--- src/rtl/mcy_mutsel_pkg.sv ---
// Shared types for the mutation-select controller: channel state encoding,
// the "unmutated" select value and the configuration-open predicate.
package mcy_mutsel_pkg;

    typedef enum logic [2:0] {
        CH_IDLE   = 3'd0,
        CH_LOADED = 3'd1,
        CH_ARMED  = 3'd2,
        CH_ACTIVE = 3'd3,
        CH_DONE   = 3'd4
    } chan_state_t;

    localparam int MUTSEL_NONE = 0;

    // A channel only takes a new configuration once it is idle or has finished.
    function automatic logic cfg_open(input chan_state_t s);
        return (s == CH_IDLE) || (s == CH_DONE);
    endfunction

endpackage

--- src/rtl/mcy_mutsel_chan.sv ---
// One mutation channel: latches a configuration, waits the programmed delay
// after start, then drives its mutation index for len cycles (0 = forever).
module mcy_mutsel_chan
    import mcy_mutsel_pkg::*;
#(
    parameter int MUTSEL_W = 8,
    parameter int CNT_W    = 16
) (
    input  logic                clk,
    input  logic                rst,
    input  logic                load,
    input  logic [MUTSEL_W-1:0] load_idx,
    input  logic [CNT_W-1:0]    load_delay,
    input  logic [CNT_W-1:0]    load_len,
    input  logic                start,
    input  logic                abort,
    output chan_state_t         state,
    output logic [MUTSEL_W-1:0] mutsel,
    output logic                active,
    output logic                done
);

    logic [MUTSEL_W-1:0] idx_q;
    logic [CNT_W-1:0]    delay_q;
    logic [CNT_W-1:0]    len_q;
    logic [CNT_W-1:0]    cnt;

    // Abort shares the reset path so it wins over start, expiry and load alike.
    always_ff @(posedge clk) begin
        if (rst || abort) begin
            state   <= CH_IDLE;
            idx_q   <= '0;
            delay_q <= '0;
            len_q   <= '0;
            cnt     <= '0;
            mutsel  <= MUTSEL_W'(MUTSEL_NONE);
            active  <= 1'b0;
            done    <= 1'b0;
        end else begin
            case (state)
                CH_IDLE, CH_DONE: begin
                    if (load) begin
                        state   <= CH_LOADED;
                        idx_q   <= load_idx;
                        delay_q <= load_delay;
                        len_q   <= load_len;
                        done    <= 1'b0;
                    end
                end
                CH_LOADED: begin
                    if (start) begin
                        if (delay_q == '0) begin
                            state  <= CH_ACTIVE;
                            mutsel <= idx_q;
                            active <= 1'b1;
                            cnt    <= len_q;
                        end else begin
                            state <= CH_ARMED;
                            cnt   <= delay_q;
                        end
                    end
                end
                CH_ARMED: begin
                    // Counter holds the cycles still to wait; at 1 the next cycle is active.
                    if (cnt == CNT_W'(1)) begin
                        state  <= CH_ACTIVE;
                        mutsel <= idx_q;
                        active <= 1'b1;
                        cnt    <= len_q;
                    end else begin
                        cnt <= cnt - CNT_W'(1);
                    end
                end
                CH_ACTIVE: begin
                    if (len_q != '0) begin
                        if (cnt == CNT_W'(1)) begin
                            state  <= CH_DONE;
                            mutsel <= MUTSEL_W'(MUTSEL_NONE);
                            active <= 1'b0;
                            done   <= 1'b1;
                            cnt    <= '0;
                        end else begin
                            cnt <= cnt - CNT_W'(1);
                        end
                    end
                end
                default: begin
                    state  <= CH_IDLE;
                    mutsel <= MUTSEL_W'(MUTSEL_NONE);
                    active <= 1'b0;
                    done   <= 1'b0;
                end
            endcase
        end
    end

endmodule

--- src/rtl/mcy_mutsel_ctrl.sv ---
// Multi-channel mutation-select controller: configuration demux, ready mux and
// optional simulator back door (define MCY_MUTSEL_DPI_EN to export set_mutsel).
module mcy_mutsel_ctrl
    import mcy_mutsel_pkg::*;
#(
    parameter int MUTSEL_W = 8,
    parameter int NUM_CH   = 4,
    parameter int CNT_W    = 16
) (
    input  logic                              clk,
    input  logic                              rst,
    input  logic                              cfg_valid_i,
    output logic                              cfg_ready_o,
    input  logic [$clog2(NUM_CH)-1:0]         cfg_ch_i,
    input  logic [MUTSEL_W-1:0]               cfg_idx_i,
    input  logic [CNT_W-1:0]                  cfg_delay_i,
    input  logic [CNT_W-1:0]                  cfg_len_i,
    input  logic [NUM_CH-1:0]                 start_i,
    input  logic [NUM_CH-1:0]                 abort_i,
    output logic [NUM_CH-1:0][MUTSEL_W-1:0]   mutsel_o,
    output logic [NUM_CH-1:0]                 active_o,
    output logic [NUM_CH-1:0]                 done_o
);

    localparam int CH_W = $clog2(NUM_CH);

    chan_state_t         chan_state [NUM_CH];
    logic                ch_in_range;
    logic [NUM_CH-1:0]   port_load;
    logic [NUM_CH-1:0]   dpi_load;
    logic [NUM_CH-1:0]   dpi_start;
    logic [MUTSEL_W-1:0] dpi_idx;
    logic [CNT_W-1:0]    dpi_delay;
    logic [CNT_W-1:0]    dpi_len;

    assign ch_in_range = ({1'b0, cfg_ch_i} < (CH_W+1)'(NUM_CH));

    always_comb begin
        cfg_ready_o = 1'b0;
        if (ch_in_range) begin
            cfg_ready_o = cfg_open(chan_state[cfg_ch_i]) && !abort_i[cfg_ch_i];
        end
    end

    always_comb begin
        for (int i = 0; i < NUM_CH; i++) begin
            port_load[i] = cfg_valid_i && cfg_ready_o && (cfg_ch_i == CH_W'(i));
        end
    end

`ifdef MCY_MUTSEL_DPI_EN
    logic                dpi_req;
    int                  dpi_ch;
    logic [NUM_CH-1:0]   dpi_start_q;

    // Holds the request for exactly one rising edge, then the start follows one cycle later.
    task automatic set_mutsel(input int ch, input int idx, input int delay, input int len);
        @(negedge clk);
        dpi_ch    = ch;
        dpi_idx   = MUTSEL_W'(idx);
        dpi_delay = CNT_W'(delay);
        dpi_len   = CNT_W'(len);
        dpi_req   = 1'b1;
        @(negedge clk);
        dpi_req   = 1'b0;
    endtask

    always_comb begin
        for (int i = 0; i < NUM_CH; i++) begin
            dpi_load[i] = (dpi_req === 1'b1) && (dpi_ch == i) && !abort_i[i];
        end
    end

    always_ff @(posedge clk) begin
        if (rst) begin
            dpi_start_q <= '0;
        end else begin
            dpi_start_q <= dpi_load;
        end
    end

    assign dpi_start = dpi_start_q;
`else
    assign dpi_load  = '0;
    assign dpi_start = '0;
    assign dpi_idx   = '0;
    assign dpi_delay = '0;
    assign dpi_len   = '0;
`endif

    for (genvar g = 0; g < NUM_CH; g++) begin : g_chan
        logic [MUTSEL_W-1:0] ld_idx;
        logic [CNT_W-1:0]    ld_delay;
        logic [CNT_W-1:0]    ld_len;

        // The back door overrides a port request aimed at the same channel.
        assign ld_idx   = dpi_load[g] ? dpi_idx   : cfg_idx_i;
        assign ld_delay = dpi_load[g] ? dpi_delay : cfg_delay_i;
        assign ld_len   = dpi_load[g] ? dpi_len   : cfg_len_i;

        mcy_mutsel_chan #(
            .MUTSEL_W (MUTSEL_W),
            .CNT_W    (CNT_W)
        ) u_chan (
            .clk        (clk),
            .rst        (rst),
            .load       (port_load[g] || dpi_load[g]),
            .load_idx   (ld_idx),
            .load_delay (ld_delay),
            .load_len   (ld_len),
            .start      (start_i[g] || dpi_start[g]),
            .abort      (abort_i[g]),
            .state      (chan_state[g]),
            .mutsel     (mutsel_o[g]),
            .active     (active_o[g]),
            .done       (done_o[g])
        );
    end

endmodule

--- config.mk ---
export PLATFORM = sky130hd
export DESIGN_NAME = mcy_mutsel_ctrl
export DESIGN_NICKNAME = d
export VERILOG_FILES = /design/src/rtl/mcy_mutsel_pkg.sv /design/src/rtl/mcy_mutsel_chan.sv /design/src/rtl/mcy_mutsel_ctrl.sv
export SDC_FILE = /design/constraint.sdc
export NUM_CORES = 1
export LEC_CHECK = 0
export CAP_MARGIN = 20
export CELL_PAD_IN_SITES_DETAIL_PLACEMENT = 0
export CELL_PAD_IN_SITES_GLOBAL_PLACEMENT = 1
export CORE_ASPECT_RATIO = 0.7
export CORE_MARGIN = 2
export CORE_UTILIZATION = 40
export CTS_CLUSTER_DIAMETER = 200
export DETAILED_ROUTE_END_ITERATION = 8
export PLACE_DENSITY_LB_ADDON = 0.08
export SYNTH_ARGS = -nofsm -noshare
export SYNTH_HDL_FRONTEND = slang
export SYNTH_SLANG_ARGS = --single-unit
--- constraint.sdc ---
create_clock -name clk -period 2.3 [get_ports clk]
set_clock_uncertainty 0.1 [all_clocks]
set_input_delay 0.46 -clock clk [delete_from_list [all_inputs] [get_ports clk]]
set_output_delay 0.46 -clock clk [all_outputs]
set_load 0.03 [all_outputs]
Word level (Yosys, flattened, before mapping)
Index checks and enable logic that the tools add are counted.
{"block": "totals", "reg_bits": 276, "input_bits": 53, "out_inout_bits": 41, "word_cells": 270}
{"block": "classes", "add_sub_neg": 4, "n_lt_le_gt_ge": 2, "n_eq_ne": 48, "mux": 117, "bitwise": 9, "n_reduce_logical": 58}
{"operator": "$mux W16", "n": 20}
{"operator": "$pmux W16 S3", "n": 4}
{"operator": "$mux W8", "n": 20}
{"operator": "$pmux W8 S4", "n": 4}
{"operator": "$mux W3", "n": 22}
{"operator": "$eq A16 B1 Y1 const B", "n": 4}
{"operator": "$logic_not A16 Y1", "n": 4}
{"operator": "$reduce_bool A16 Y1", "n": 4}
{"operator": "$sub A16 B1 Y16 const B", "n": 4}
{"operator": "$pmux W3 S4", "n": 4}
{"operator": "$ne A2 B1 Y1 const B", "n": 20}
{"operator": "$mux W1", "n": 33}
{"operator": "$eq A3 B2 Y1 const B", "n": 8}
{"operator": "$reduce_and A6 Y1", "n": 4}
{"operator": "$reduce_and A5 Y1", "n": 4}
{"operator": "$pmux W1 S4", "n": 4}
{"operator": "$reduce_and A4 Y1", "n": 4}
{"operator": "$reduce_or A2 Y1", "n": 8}
{"operator": "$eq A3 B3 Y1 const B", "n": 5}
{"operator": "$logic_not A3 Y1", "n": 5}
{"operator": "$eq A3 B1 Y1 const B", "n": 4}
{"operator": "$pmux W1 S3", "n": 4}
{"operator": "$reduce_and A3 Y1", "n": 4}
{"operator": "$reduce_bool A3 Y1", "n": 4}
{"operator": "14 further kinds", "n": 37}

Longest topological paths before layout
{"block": "depth", "depth_word": 11, "ltp_mapped": 10, "depth_no_buf": 8}

Hierarchy
A second synthesis with hierarchy kept.
{"block": "unflattened", "cells_unflattened": 1731, "area_unflattened_um2": 13704.4}
{"module": "mcy_mutsel_chan at g_chan[2].u_chan ...", "instances": 2, "cells_per_inst": 428, "area_per_inst_um2": 3435.8, "seq_area_each_um2": 1381.3}
{"module": "mcy_mutsel_chan at g_chan[0].u_chan ...", "instances": 2, "cells_per_inst": 432, "area_per_inst_um2": 3378.2, "seq_area_each_um2": 1381.3}
{"module": "mcy_mutsel_ctrl", "instances": 1, "cells_per_inst": 11, "area_per_inst_um2": 76.3, "seq_area_each_um2": 0.0}

Least setup slack after synthesis
Ideal clock, no wire load.
{"block": "synth_timing", "kind": "reg-to-reg", "startpoint": "register g_chan[2].u_chan.cnt[0]", "endpoint": "register g_chan[2].u_chan.active", "setup_ps": 121, "arrival_time_ps": 2157, "t_required_ps": 2079, "slack_ps": -78, "stages_incl_launch_ff": 9, "n_path_buf": 1, "period_less_slack_ps": 2378, "cell_sequence": "dfxtp_1 -> ha_1 -> or4b_4 -> nor4_4 -> nor2_2 -> nor2_4 -> o21ai_1 -> buf_4 -> mux2i_1"}
{"block": "synth_via", "elab_chain_len": 3, "elab_cells_between_ends": 4, "cone_classes": "3 x eq/ne; 1 x reduce/logical"}
{"element": "start: declaration", "line_no": "mcy_mutsel_chan.sv:26", "rtl": "logic [CNT_W-1:0] cnt;"}
{"element": "start signal: assignment", "line_no": "mcy_mutsel_chan.sv:56", "rtl": "cnt <= len_q;"}
{"element": "start signal: assignment", "line_no": "mcy_mutsel_chan.sv:59", "rtl": "cnt <= delay_q;"}
{"element": "start signal: assignment", "line_no": "mcy_mutsel_chan.sv:69", "rtl": "cnt <= len_q;"}
{"element": "$eq A16 B1 Y1 (*)", "line_no": "mcy_mutsel_chan.sv:65, mcy_mutsel_chan.sv:76"}
{"element": "$ne A2 B1 Y1 (no line)"}
{"element": "$reduce_and A6 Y1 (no line) (*)"}
{"element": "end signal: assignment", "line_no": "mcy_mutsel_chan.sv:68", "rtl": "active <= 1'b1;"}
{"element": "end signal: assignment", "line_no": "mcy_mutsel_chan.sv:79", "rtl": "active <= 1'b0;"}
{"element": "end signal: assignment", "line_no": "mcy_mutsel_chan.sv:90", "rtl": "active <= 1'b0;"}
{"element": "end: declaration", "line_no": "mcy_mutsel_chan.sv:19", "rtl": "output logic active,"}
Every way passes the cells marked *; elsewhere a longest branch is shown, timed or not.
A chain may end at the register's enable or synchronous reset.

Worst setup path after layout
{"block": "layout_timing", "startpoint": "register g_chan[0].u_chan.cnt[1]", "endpoint": "register g_chan[0].u_chan.done"}
{"block": "layout_via", "elab_chain_len": 3}
{"element": "start: declaration", "line_no": "mcy_mutsel_chan.sv:26"}
{"element": "start signal: assignment", "line_no": "mcy_mutsel_chan.sv:56"}
{"element": "start signal: assignment", "line_no": "mcy_mutsel_chan.sv:59"}
{"element": "start signal: assignment", "line_no": "mcy_mutsel_chan.sv:69"}
{"element": "$eq A16 B1 Y1", "line_no": "mcy_mutsel_chan.sv:76", "rtl": "if (cnt == CNT_W'(1)) begin"}
{"element": "$ne A2 B1 Y1 (no line)"}
{"element": "$reduce_and A4 Y1 (no line)"}
{"element": "end signal: assignment", "line_no": "mcy_mutsel_chan.sv:47", "rtl": "done <= 1'b0;"}
{"element": "end signal: assignment", "line_no": "mcy_mutsel_chan.sv:80", "rtl": "done <= 1'b1;"}
{"element": "end signal: assignment", "line_no": "mcy_mutsel_chan.sv:91", "rtl": "done <= 1'b0;"}
{"element": "end: declaration", "line_no": "mcy_mutsel_chan.sv:20", "rtl": "output logic done"}
No other way between the ends.

==> flow_summary.json <==
{
  "outcome": "finished with violations",
  "failed_checks": "setup timing",
  "setup_viol": 6,
  "critPathCaptureType": "flop",
  "worst_path_largest_cell_delay_ns": 0.48,
  "synth_cells": 1741,
  "drc": 0,
  "cp_max_fo": 4,
  "ys_warn_count": 0,
  "timing.critical_path.slowest_stage_cell": "sky130_fd_sc_hd__or4b_4",
  "pre_cts_slack_ns": -0.170,
  "grt_setup_unrepaired": "true",
  "timing.critical_path.buf_inv": 2,
  "i_o_pin_count": 94,
  "post-route-worst-setup-slack_ns": -0.0792,
  "avgViaCountPerCell": 5.65,
  "syn-mean-instance-area_um2": 7.59,
  "grt_antenna_before_repair": 2,
  "routed_wire_length_per_instance_um": 20.2,
  "cell_family_with_the_largest_share_of_critical_path_delay": "simple AND/OR/NAND/NOR gates",
  "final_max_slew_viol_count": 0,
  "layout_worst_path_cycle_share": 1.03,
  "clkPwrFrac": 0.458,
  "ys_seq_area_frac": 0.418,
  "ys_types": 82,
  "maxCapViolCount": 0,
  "totalNegativeSetupSlack_ns": -0.245,
  "setup.worst_path.start_class": "flop",
  "cts_made_buffers": 29,
  "number_of_global_route_vias_before_repair": 12600,
  "design.core.area_um2": 32400,
  "power.share.switching": 0.243,
  "final_gp_congestion": 0.904,
  "pwr_density_cell_nw_per_um2": 618,
  "antenna_violating_nets_post_route": 0,
  "fp.dieArea_um2": 34500,
  "clk_root_buffer_cell": "sky130_fd_sc_hd__clkbuf_16",
  "cts.clk_slew.worst_paths_ns": 0.06,
  "synth_enable_flop_cells": 0,
  "fillCellCount": 3164,
  "final_cell_count_no_fill": 2402,
  "area.sequential_um2": 5550,
  "detailroute.via_count": 13600,
  "synthesis.area_um2": 13200,
  "drt_pass1_iterations": 7,
  "cts_buffer_depth": 3,
  "die_y_um": 156,
  "clock_latency_ns": 0.56,
  "path_class": "flop to flop",
  "first_iter_violations": 1222,
  "pwr-share-comb": 0.088,
  "power.static_leakage_nw": 6.29,
  "ctsHtreeMaxLevel": 1,
  "max_freq_ghz": 0.420,
  "grt_pass1_wl_mm": 74.1,
  "pin_count_of_the_biggest_net_entering_global_routing": 45,
  "hpwl_mm": 35.9,
  "numClockSinks": 276,
  "period_needed_ns": 2.38,
  "final_hold_viol_count": 0,
  "multi_input_comb_area_um2": 7330,
  "nets": 2017,
  "required_ns": 2.68,
  "die_width_um": 221,
  "synth_seq_cells": 276,
  "synth-async-reset-ratio": 0,
  "final_layout_size_suffix_gt1_frac": 0.178,
  "worst_slew_pin_slew_ns": 0.656,
  "net-switching-power_w": 0.00259,
  "port_buffers": 93,
  "max-vdd-ir-drop_mv": 0.436,
  "timing.max_slew.rel_slack": 0.562,
  "globalRoute.totalOverflow": 0,
  "postRouteWirelength_mm": 48.5,
  "synth_fp_nets": 1802,
  "internal_cell_power_w": 0.00807,
  "seq_power_share": 0.454,
  "tritoncts_clock_tree": "built",
  "holdCritPathClass": "flop to flop",
  "row_count": 55,
  "initial_utilization": 0.408,
  "timing.critical_path.cells": "inv_2 > ha_4 > or4b_4 > nor4b_4 > buf_4 > o221ai_4 > or4_4 > a21oi_2",
  "timing.critical_path.arrival_ns": 2.76,
  "placed_cells_incl_taps": 2338,
  "synth_ff_type": "sky130_fd_sc_hd__dfxtp_1",
  "layout-area-overhead-vs-synth_pct": 30.5,
  "groute.usage.overall": 0.274
}
[layout by cell type (no fill, tap or decap), drive strengths merged, types with 8 or more instances in the layout]
master and instances:
a211o 8, nand3 44, buf 219, dfxtp 276, nor2 84, inv 29, nor3 38, a221oi 13
mux2i 23, xnor2 8, nand2b 10, clkdlybuf4s50 90, ha 8, a222oi 11, clkbuf 39, nand2 445
or3 13, nand4 10, a31oi 18, or4 13, a211oi 24, o21ai 94, xor2 20, a21oi 255
nor4 51
[worst register-to-register path, delay by kind of cell, from the launching register on]
kind                       cells  cell delay, ns
DFF                            1            0.32
and+or+nand+nor                3            1.24
buffers and inverters          2            0.26
adders and majority gates      1            0.12
AOI/OAI and AO/OA              2            0.27
[kinds of logic after synthesis]
group | Yosys count | share of synthesized area
simple gates | 756 | 0.264
fa+ha+maj | 8 | 0.00757
buf+inv | 156 | 0.0492
mux | 26 | 0.0208
compound gates | 491 | 0.221
flops | 276 | 0.418
xor+xnor | 28 | 0.0186
[cells in the mapped netlist (4+ instances only)]
cell type                   count  area share
sky130_fd_sc_hd__or2_2          7      0.0033
sky130_fd_sc_hd__a211o_1        8      0.0053
sky130_fd_sc_hd__a221oi_1      13      0.0086
sky130_fd_sc_hd__and3_1         4      0.0019
sky130_fd_sc_hd__nor4b_1        6      0.0040
sky130_fd_sc_hd__mux2i_1       23       0.017
sky130_fd_sc_hd__nand2_1      445        0.13
sky130_fd_sc_hd__a211oi_1      24       0.014
sky130_fd_sc_hd__nor2_1        82       0.023
sky130_fd_sc_hd__o41ai_1        5      0.0033
sky130_fd_sc_hd__o211ai_1       5      0.0028
sky130_fd_sc_hd__o21ai_1        9      0.0034
sky130_fd_sc_hd__nand4b_1       5      0.0033
sky130_fd_sc_hd__a21oi_1      254       0.096
sky130_fd_sc_hd__ha_1           8      0.0076
sky130_fd_sc_hd__a222oi_1      11      0.0083
sky130_fd_sc_hd__o22ai_1        4      0.0019
sky130_fd_sc_hd__xor2_1        20       0.013
sky130_fd_sc_hd__dfxtp_1      276        0.42
sky130_fd_sc_hd__buf_4         12      0.0068
sky130_fd_sc_hd__xnor2_1        8      0.0053
sky130_fd_sc_hd__a311oi_1       4      0.0027
sky130_fd_sc_hd__nor2b_1        6      0.0028
sky130_fd_sc_hd__nand2b_1      10      0.0047
sky130_fd_sc_hd__o21ai_0       85       0.032
sky130_fd_sc_hd__nand3_1       44       0.017
sky130_fd_sc_hd__clkbuf_1     106       0.030
sky130_fd_sc_hd__o31ai_1        7      0.0040
sky130_fd_sc_hd__a32oi_1        4      0.0027
sky130_fd_sc_hd__or4_1         10      0.0057
sky130_fd_sc_hd__nor4_1        46       0.022
sky130_fd_sc_hd__a31oi_1       18      0.0085
sky130_fd_sc_hd__buf_2          4      0.0015
sky130_fd_sc_hd__inv_1         29      0.0082
sky130_fd_sc_hd__nor3_1        37       0.014
sky130_fd_sc_hd__nand4_1       10      0.0047
sky130_fd_sc_hd__a2111oi_0      5      0.0033
sky130_fd_sc_hd__or3_1         13      0.0062
sky130_fd_sc_hd__and4_1         6      0.0040
[registers in the layout, indices dropped and copies added, names as in the netlist]
name	count
g_chan.u_chan.idx_q	32
g_chan.u_chan.active	4
g_chan.u_chan.done	4
g_chan.u_chan.mutsel	32
g_chan.u_chan.state	12
g_chan.u_chan.delay_q	64
g_chan.u_chan.cnt	64
g_chan.u_chan.len_q	64
[per-stage QoR]
| step | util | power, W | hold WS [ns] | area, um2 |
|---|---|---|---|---|
| 2_1_floorplan | - | 0.00535 | 0.329 | 13200 |
| 3_3_place_gp | 0.490 | 0.00585 | 0.338 | 15900 |
| 3_5_place_dp | 0.490 | 0.00585 | 0.340 | 15900 |
| 4_1_cts | 0.526 | 0.0107 | 0.348 | 17100 |
| 5_1_grt | 0.532 | 0.0110 | 0.373 | 17200 |
| 6_report | 0.532 | 0.0107 | 0.343 | 17300 |
[power groups by stage]
stage	Sequential, W	Clock [W]	Combinational (W)
2_1_floorplan	0.00494	0	0.000410
3_3_place_gp	0.00495	0	0.000896
3_5_place_dp	0.00495	0	0.000897
4_1_cts	0.00484	0.00498	0.000912
5_1_grt	0.00484	0.00517	0.000995
6_report	0.00484	0.00489	0.000935
[what timing repair did]
action / 4_1_cts / 5_1_grt
pin swaps: 6 / 16
setup buffers: 10 / 6
hold endpoints to repair: 0 / 0
setup endpoints to repair: 60 / 84
gates resized for setup: 41 / 45
hold buffers: 0 / 0
[path summary, 6_finish.rpt]
path                                         from                                    to  slack (ns)  cells past startpoint
max reg2reg  g_chan[0].u_chan.cnt[1]$_SDFFE_PP0P_    g_chan[0].u_chan.done$_SDFFE_PP0P_       -0.08                      8
max          g_chan[0].u_chan.cnt[1]$_SDFFE_PP0P_    g_chan[0].u_chan.done$_SDFFE_PP0P_       -0.08                      8
min          g_chan[0].u_chan.active$_SDFFE_PP0P_  g_chan[0].u_chan.active$_SDFFE_PP0P_        0.34                      2
min reg2reg  g_chan[0].u_chan.active$_SDFFE_PP0P_  g_chan[0].u_chan.active$_SDFFE_PP0P_        0.34                      2
[layer usage]
layer | track usage | part of all wire
met1 | 0.409 | 0.49
met2 | 0.414 | 0.42
met3 | 0.0450 | 0.070
met4 | 0.0569 | 0.020
met5 | 0 | 0
[layout make-up]
cell class | count | share of cell area
multi-input combinational | 1309 | 0.425
inverter | 29 | 0.00645
clock inverter | 10 | 0.00870
sequential | 276 | 0.322
timing repair buffer | 311 | 0.160
tap | 427 | 0.0310
clock buffer | 39 | 0.0471
antenna | 1 | 0.000145
Power figures use the tool's default switching activity.
